### src/rtl/sd_pkg.sv
// Shared types and constants for the NVRAM <-> SD sequencer.
// State encoding plus sector and LBA geometry.
package sd_pkg;

  typedef enum logic [1:0] {
    IDLE = 2'd0,
    ACKH = 2'd1,
    ACKL = 2'd2
  } sd_state_t;

  localparam int SECTOR_BYTES = 512;
  localparam int LBA_W        = 32;
  localparam int SEC_SHIFT    = $clog2(SECTOR_BYTES);

  // Sectors needed to hold a byte count, rounded up.
  function automatic logic [54:0] bytes_to_sec(
    input logic [63:0] bytes
  );
    logic [54:0] whole;
    whole = bytes[63:SEC_SHIFT];
    return whole + {54'd0, |bytes[SEC_SHIFT-1:0]};
  endfunction

endpackage

### src/rtl/nvram_sd_ctrl.sv
// Backup-RAM <-> SD image sector transfer sequencer.
// Walks sd_lba 0..last with a rd/wr + ack handshake.
module nvram_sd_ctrl
  import sd_pkg::*;
#(
  parameter int SECTORS = 64,
  parameter int SEC_W   = 6
) (
  input  logic             clk_sys,
  input  logic             RESET_n,
  input  logic             downloading,
  input  logic             img_mounted,
  input  logic             img_readonly,
  input  logic [63:0]      img_size,
  input  logic             bk_load,
  input  logic             bk_save,
  input  logic             autosave_en,
  input  logic             osd_status,
  input  logic             nvram_we,
  input  logic             sd_ack,
  output logic [LBA_W-1:0] sd_lba,
  output logic             sd_rd,
  output logic             sd_wr,
  output logic             bk_ena,
  output logic             bk_loading,
  output logic             bk_busy,
  output logic             bk_dirty,
  output logic             bk_done
);

  localparam logic [SEC_W:0] N_MAX =
    (SEC_W+1)'(SECTORS);

  sd_state_t        r_state;
  sd_state_t        w_next;

  logic             r_dl_q;
  logic             r_load_q;
  logic             r_save_q;
  logic             r_osd_q;
  logic             r_ena;
  logic             r_dir_ld;
  logic             r_done;
  logic             r_dirty;
  logic [SEC_W-1:0] r_lba;
  logic [SEC_W-1:0] r_last;

  logic [54:0]      w_secs;
  logic             w_hi;
  logic [SEC_W:0]   w_n_raw;
  logic [SEC_W:0]   w_n;
  logic [SEC_W:0]   w_cnt;
  logic [SEC_W-1:0] w_last_nx;

  logic             w_dl_rise;
  logic             w_dl_fall;
  logic             w_load_rise;
  logic             w_save_rise;
  logic             w_osd_rise;
  logic             w_idle_ok;
  logic             w_go_ld;
  logic             w_go_sv;
  logic             w_start;
  logic             w_ack_lo;
  logic             w_fin;
  logic             w_step;
  logic             w_dirty_set;
  logic             w_dirty_clr;

  // Image size in sectors, clamped to the NVRAM size.
  assign w_secs  = bytes_to_sec(img_size);
  assign w_hi    = |(img_size[63:SEC_SHIFT] >> SEC_W);
  assign w_n_raw = (|(w_secs >> (SEC_W+1)))
                   ? N_MAX
                   : w_secs[SEC_W:0];
  assign w_n     = (w_hi || (w_n_raw > N_MAX))
                   ? N_MAX
                   : w_n_raw;

  assign w_dl_rise   = downloading & ~r_dl_q;
  assign w_dl_fall   = ~downloading & r_dl_q;
  assign w_load_rise = bk_load & ~r_load_q;
  assign w_save_rise = bk_save & ~r_save_q;
  assign w_osd_rise  = osd_status & ~r_osd_q;

  // Triggers only act when idle with a usable image.
  assign w_idle_ok = (r_state == IDLE) & r_ena;
  assign w_go_ld   = w_idle_ok
                   & (w_load_rise | w_dl_fall)
                   & (w_n != '0);
  assign w_go_sv   = w_idle_ok & ~w_go_ld
                   & (w_save_rise
                      | (w_osd_rise & autosave_en & r_dirty));
  assign w_start   = w_go_ld | w_go_sv;

  assign w_cnt     = w_go_ld ? w_n : N_MAX;
  assign w_last_nx = w_cnt[SEC_W-1:0] - SEC_W'(1);

  assign w_ack_lo = (r_state == ACKL) & ~sd_ack;
  assign w_fin    = w_ack_lo & (r_lba == r_last);
  assign w_step   = w_ack_lo & ~w_fin;

  // Core writes while not loading mark NVRAM dirty.
  assign w_dirty_set = nvram_we & ~bk_loading;
  assign w_dirty_clr = w_go_sv | (w_fin & r_dir_ld);

  // State register.
  always_ff @(posedge clk_sys) begin
    if (!RESET_n) r_state <= IDLE;
    else          r_state <= w_next;
  end

  // Next-state logic for the sector handshake.
  always_comb begin
    w_next = r_state;
    unique case (r_state)
      IDLE: if (w_start) w_next = ACKH;
      ACKH: if (sd_ack)  w_next = ACKL;
      ACKL: begin
        if (w_fin)       w_next = IDLE;
        else if (w_step) w_next = ACKH;
      end
      default:           w_next = IDLE;
    endcase
  end

  // Output decode from state and direction.
  always_comb begin
    bk_busy    = (r_state != IDLE);
    bk_loading = bk_busy & r_dir_ld;
    sd_rd      = (r_state == ACKH) & r_dir_ld;
    sd_wr      = (r_state == ACKH) & ~r_dir_ld;
    sd_lba     = LBA_W'(r_lba);
    bk_ena     = r_ena;
    bk_dirty   = r_dirty;
    bk_done    = r_done;
  end

  // Input edge detectors.
  always_ff @(posedge clk_sys) begin
    if (!RESET_n) begin
      r_dl_q   <= 1'b0;
      r_load_q <= 1'b0;
      r_save_q <= 1'b0;
      r_osd_q  <= 1'b0;
    end else begin
      r_dl_q   <= downloading;
      r_load_q <= bk_load;
      r_save_q <= bk_save;
      r_osd_q  <= osd_status;
    end
  end

  // Sector pointer, end marker and direction.
  always_ff @(posedge clk_sys) begin
    if (!RESET_n) begin
      r_lba    <= '0;
      r_last   <= '0;
      r_dir_ld <= 1'b0;
    end else if (w_start) begin
      r_lba    <= '0;
      r_last   <= w_last_nx;
      r_dir_ld <= w_go_ld;
    end else if (w_step) begin
      r_lba    <= r_lba + SEC_W'(1);
    end
  end

  // Completion pulse lands with the return to idle.
  always_ff @(posedge clk_sys) begin
    if (!RESET_n) r_done <= 1'b0;
    else          r_done <= w_fin;
  end

  // Image presence: a new download invalidates it.
  always_ff @(posedge clk_sys) begin
    if (!RESET_n) begin
      r_ena <= 1'b0;
    end else if (downloading & img_mounted
                 & ~img_readonly) begin
      r_ena <= 1'b1;
    end else if (w_dl_rise) begin
      r_ena <= 1'b0;
    end
  end

  // Dirty flag; a same-cycle set beats the clear.
  always_ff @(posedge clk_sys) begin
    if (!RESET_n) r_dirty <= 1'b0;
    else          r_dirty <= w_dirty_set
                           | (r_dirty & ~w_dirty_clr);
  end

endmodule

### config.mk
export PLATFORM = sky130hd
export DESIGN_NAME = nvram_sd_ctrl
export DESIGN_NICKNAME = d
export VERILOG_FILES = /design/src/rtl/sd_pkg.sv /design/src/rtl/nvram_sd_ctrl.sv
export SDC_FILE = /design/constraint.sdc
export NUM_CORES = 1
export LEC_CHECK = 0
export BUFFER_PORTS_ARGS = -buffer_cell sky130_fd_sc_hd__buf_2
export CELL_PAD_IN_SITES_DETAIL_PLACEMENT = 0
export CELL_PAD_IN_SITES_GLOBAL_PLACEMENT = 1
export CORE_ASPECT_RATIO = 0.75
export CORE_MARGIN = 1.5
export CORE_UTILIZATION = 25
export CTS_BUF_LIST = sky130_fd_sc_hd__clkbuf_8 sky130_fd_sc_hd__clkbuf_16
export DETAILED_ROUTE_END_ITERATION = 6
export GPL_TIMING_DRIVEN = 0
export PLACE_DENSITY = 0.66
export SLEW_MARGIN = 20
export SYNTH_ARGS = -nofsm -noshare
export SYNTH_HDL_FRONTEND = slang
export SYNTH_SLANG_ARGS = --single-unit
### constraint.sdc
create_clock -name clk_sys -period 5.65 [get_ports clk_sys]
set_input_delay 0.565 -clock clk_sys [delete_from_list [all_inputs] [get_ports clk_sys]]
set_output_delay 0.565 -clock clk_sys [all_outputs]
set_load 0.02 [all_outputs]
==> results.ini <==
[run_status]
status=finished clean

[sta]
max_slew.worst_pin.slew_ns=0.8745
max_freq_mhz=205.3
timing_hold_violations_final=0
setup_tns_ns=0
maxSlewHeadroom_pct=41.16
finalSetupViolations=0
rsz0062_at_grt=no
fin_crit_sh_pct=86.21
slew_viol_final=0
skew_ns=0.003253
fin_crit_ns=4.871

[worst_setup_path]
crit_fanout=7
cp_slowest_cell=nor4_1
cp_common_cell=ha_1
path_cells=buf_2 -> nor4_1 -> nand3_1 -> ha_1 -> ha_1 -> nand3_1 -> or4_1 -> buf_2 -> nor4_1 -> xnor2_1 -> nand4_1 -> a211oi_1 -> nand4_2 -> nor3_2 -> nor2b_1 -> nand2_1 -> ha_1 -> nand2_1 -> o211ai_1 -> o21ai_2 -> o221a_1
endpoint_kind=flip-flop
worstSetupPathType=in2reg
required_ns=5.80
arrival_ns=5.02
setup.worst_path.start_class=primary input
slowest_delay_ns=0.66

[logic_synthesis]
synth_top_cell_area_share_pct=15.90
synthTopCellsByCount=49 x nor2_1, 28 x nand3_1, 27 x nand2_1
async_reset_ff_share_pct=0
synthTopCellsByArea=dfxtp_1 16%, xnor2_1 7.3%, buf_4 7.0%, nor2_1 6.6%, nand3_1 5.1%
ys_seq_elements=22
ys_warn_count=0
yosys.cell_count.top_type=nor2_1
syn_inst=391
syn_area_per_cell_sq_um=7.085
synth_top_cell_by_area=dfxtp_1
synth_flop_cell=dfxtp_1
synth_area_sq_mm=0.002770
synth.distinct_cells=69
ys_seq_area_share_pct=15.90
synth_edf_count=0

[power]
p_comb_share_pct=31.1
power.internal_uw=365.4
power_leakage_nw=1.423
powerDensity_mw_per_mm2=146.5
clkPwrFrac_pct=37.5
p_sw_uw=156.4
irDropWorstVdd_mv=0.08097
swShare_pct=29.98
pwr-share-seq_pct=31.4

[global_routing]
globalRouteTotalUtil_pct=15.09
grt_pass1_vias=2780
grt-ovfl-total=0
grt_pass1_wl_microns=14480
antenna_found_initial=0
grt_max_degree=14

[clock_tree]
clk_pin_slew_ns=0.06
cts_made_buffers=3
ctsLongestPathBuffers=2
cts_max_level=1
clock-root-buffer=clkbuf_16
clock_latency_ns=0.25
ctsResizeCount=0
clock-sinks=22
cts_setup_buffers=0
ctsHoldBuffers=0
cts_tree=done

[hold_path]
hold_class=reg2reg

[detailed_routing]
finalWirelength_microns=9161
drtAntennaViolNets=0
wl_per_cell_microns=14.27
vias=3133
drc=0
viasPerCell=4.880
initialDrtViolationCount=169
drt_pass1_iterations=6

[die]
die_area_sq_mm=0.01173
core_area_sq_mm=0.01086
die_h_microns=94.16
start_util_pct=25.51
fp-row-count=33
die_width_microns=124.6
ioPinCount=114

[finish]
drive_above_1_share_pct=28.88
final_area_sq_mm=0.003561
final_nets=582
syn_to_final_growth_pct=28.55
antennaDiodeCount=0
stdcell_count=642

[placement]
gp_congestion=0.8677
port-buffer-count=82
dp_hpwl_microns=7805
dpl_cell_area_sq_mm=0.003456
dp_cells=638

[flow_run]
maxCapViolations=0

[worst max-delay path, delay by kind of cell]
family                   cells  cell delay, ns
AND/OR/NAND/NOR             11            2.61
adder cells (fa/ha/maj)      3            0.62
buffers and inverters        2            0.26
AO/OA/AOI/OAI                4            0.75
XOR/XNOR                     1            0.20
[per-stage QoR]
stage / setup slack [ns] / hold WS, ns / utilization, % / power [mW]
after detailed placement: 0.4891 / 0.4985 / 31.82 / 0.3280
after global routing: 0.3901 / 0.5373 / 32.79 / 0.5514
final: 0.7789 / 0.5074 / 32.79 / 0.5218
after global placement: 0.4838 / 0.4862 / 31.77 / 0.3271
after floorplan: 1.390 / 0.4629 / - / 0.2627
after CTS: 0.7443 / 0.5112 / 32.79 / 0.5252
[registers in the layout, summed over array words and instances (netlist names)]
signal    count
bk_dirty      1
r_last        6
bk_ena        1
r_osd_q       1
bk_done       1
r_state       2
r_lba         6
r_load_q      1
r_dir_ld      1
r_dl_q        1
r_save_q      1
[cells by family (layout without fill, tap and decap cells)]
family / count (synthesis) / count (layout) / synth area share (%)
xor gates and xnor gates: 36 / 36 / 11.38
muxes: 2 / 2 / 0.7227
and+or+nand+nor: 212 / 212 / 42.19
buffers and inverters: 49 / 135 / 10.93
DFF: 22 / 22 / 15.90
AOI/OAI and AO/OA: 65 / 65 / 16.94
other: 1 / 26 / 0.1354
adders and majority gates: 4 / 4 / 1.807
[power groups by stage]
stage | combinational, mW | clock [mW] | sequential (mW)
2_1_floorplan | 0.0951 | 0 | 0.168
3_3_place_gp | 0.160 | 0 | 0.167
3_5_place_dp | 0.161 | 0 | 0.167
4_1_cts | 0.161 | 0.200 | 0.164
5_1_grt | 0.179 | 0.207 | 0.165
6_report | 0.162 | 0.196 | 0.164
[worst paths after layout]
check        cells after the start  slack (ns)        start        end
max                             21        0.78  img_size[4]  r_last[4]
min                              2        0.51     bk_dirty   bk_dirty
max reg2reg                      9        3.42   r_state[1]  r_last[4]
min reg2reg                      2        0.51     bk_dirty   bk_dirty
[layout make-up]
type	instances	area, sq um
repair buffers	82	410.4
plain buffers	36	254.0
multi-input cells	345	2127
clock buffers	3	75.07
flip-flops and latches	22	440.4
fillers	1197	7298
clock inverters	1	30.03
well taps	140	175.2
inverters	13	48.80
[layer usage]
metal | GRT usage (%) | part of all wire, % | vias to the layer above
met3 | 3.417 | 8.0 | 2
met2 | 21.89 | 40 | 96
met4 | 0.7663 | 0.21 | 0
met5 | 0 | 0 | -
li1 | - | - | 1626
met1 | 23.25 | 52 | 1409
[cell usage in the layout, fill, tap and decap left out, drive strengths merged, types with 3 or more instances in the layout]
cell type  count
buf          112
o21ai         15
dfxtp         22
nor2          49
clkbuf         9
o31ai          6
nor4          22
nand2b         5
inv           12
xor2          13
nand4         22
nand3         28
or4            6
nand2         27
conb          26
a211oi         4
xnor2         23
or2            5
ha             4
a21oi         14
and3           5
or3            3
a31oi          7
nor3          26
and2           4
Power figures use the tool's default switching activity.
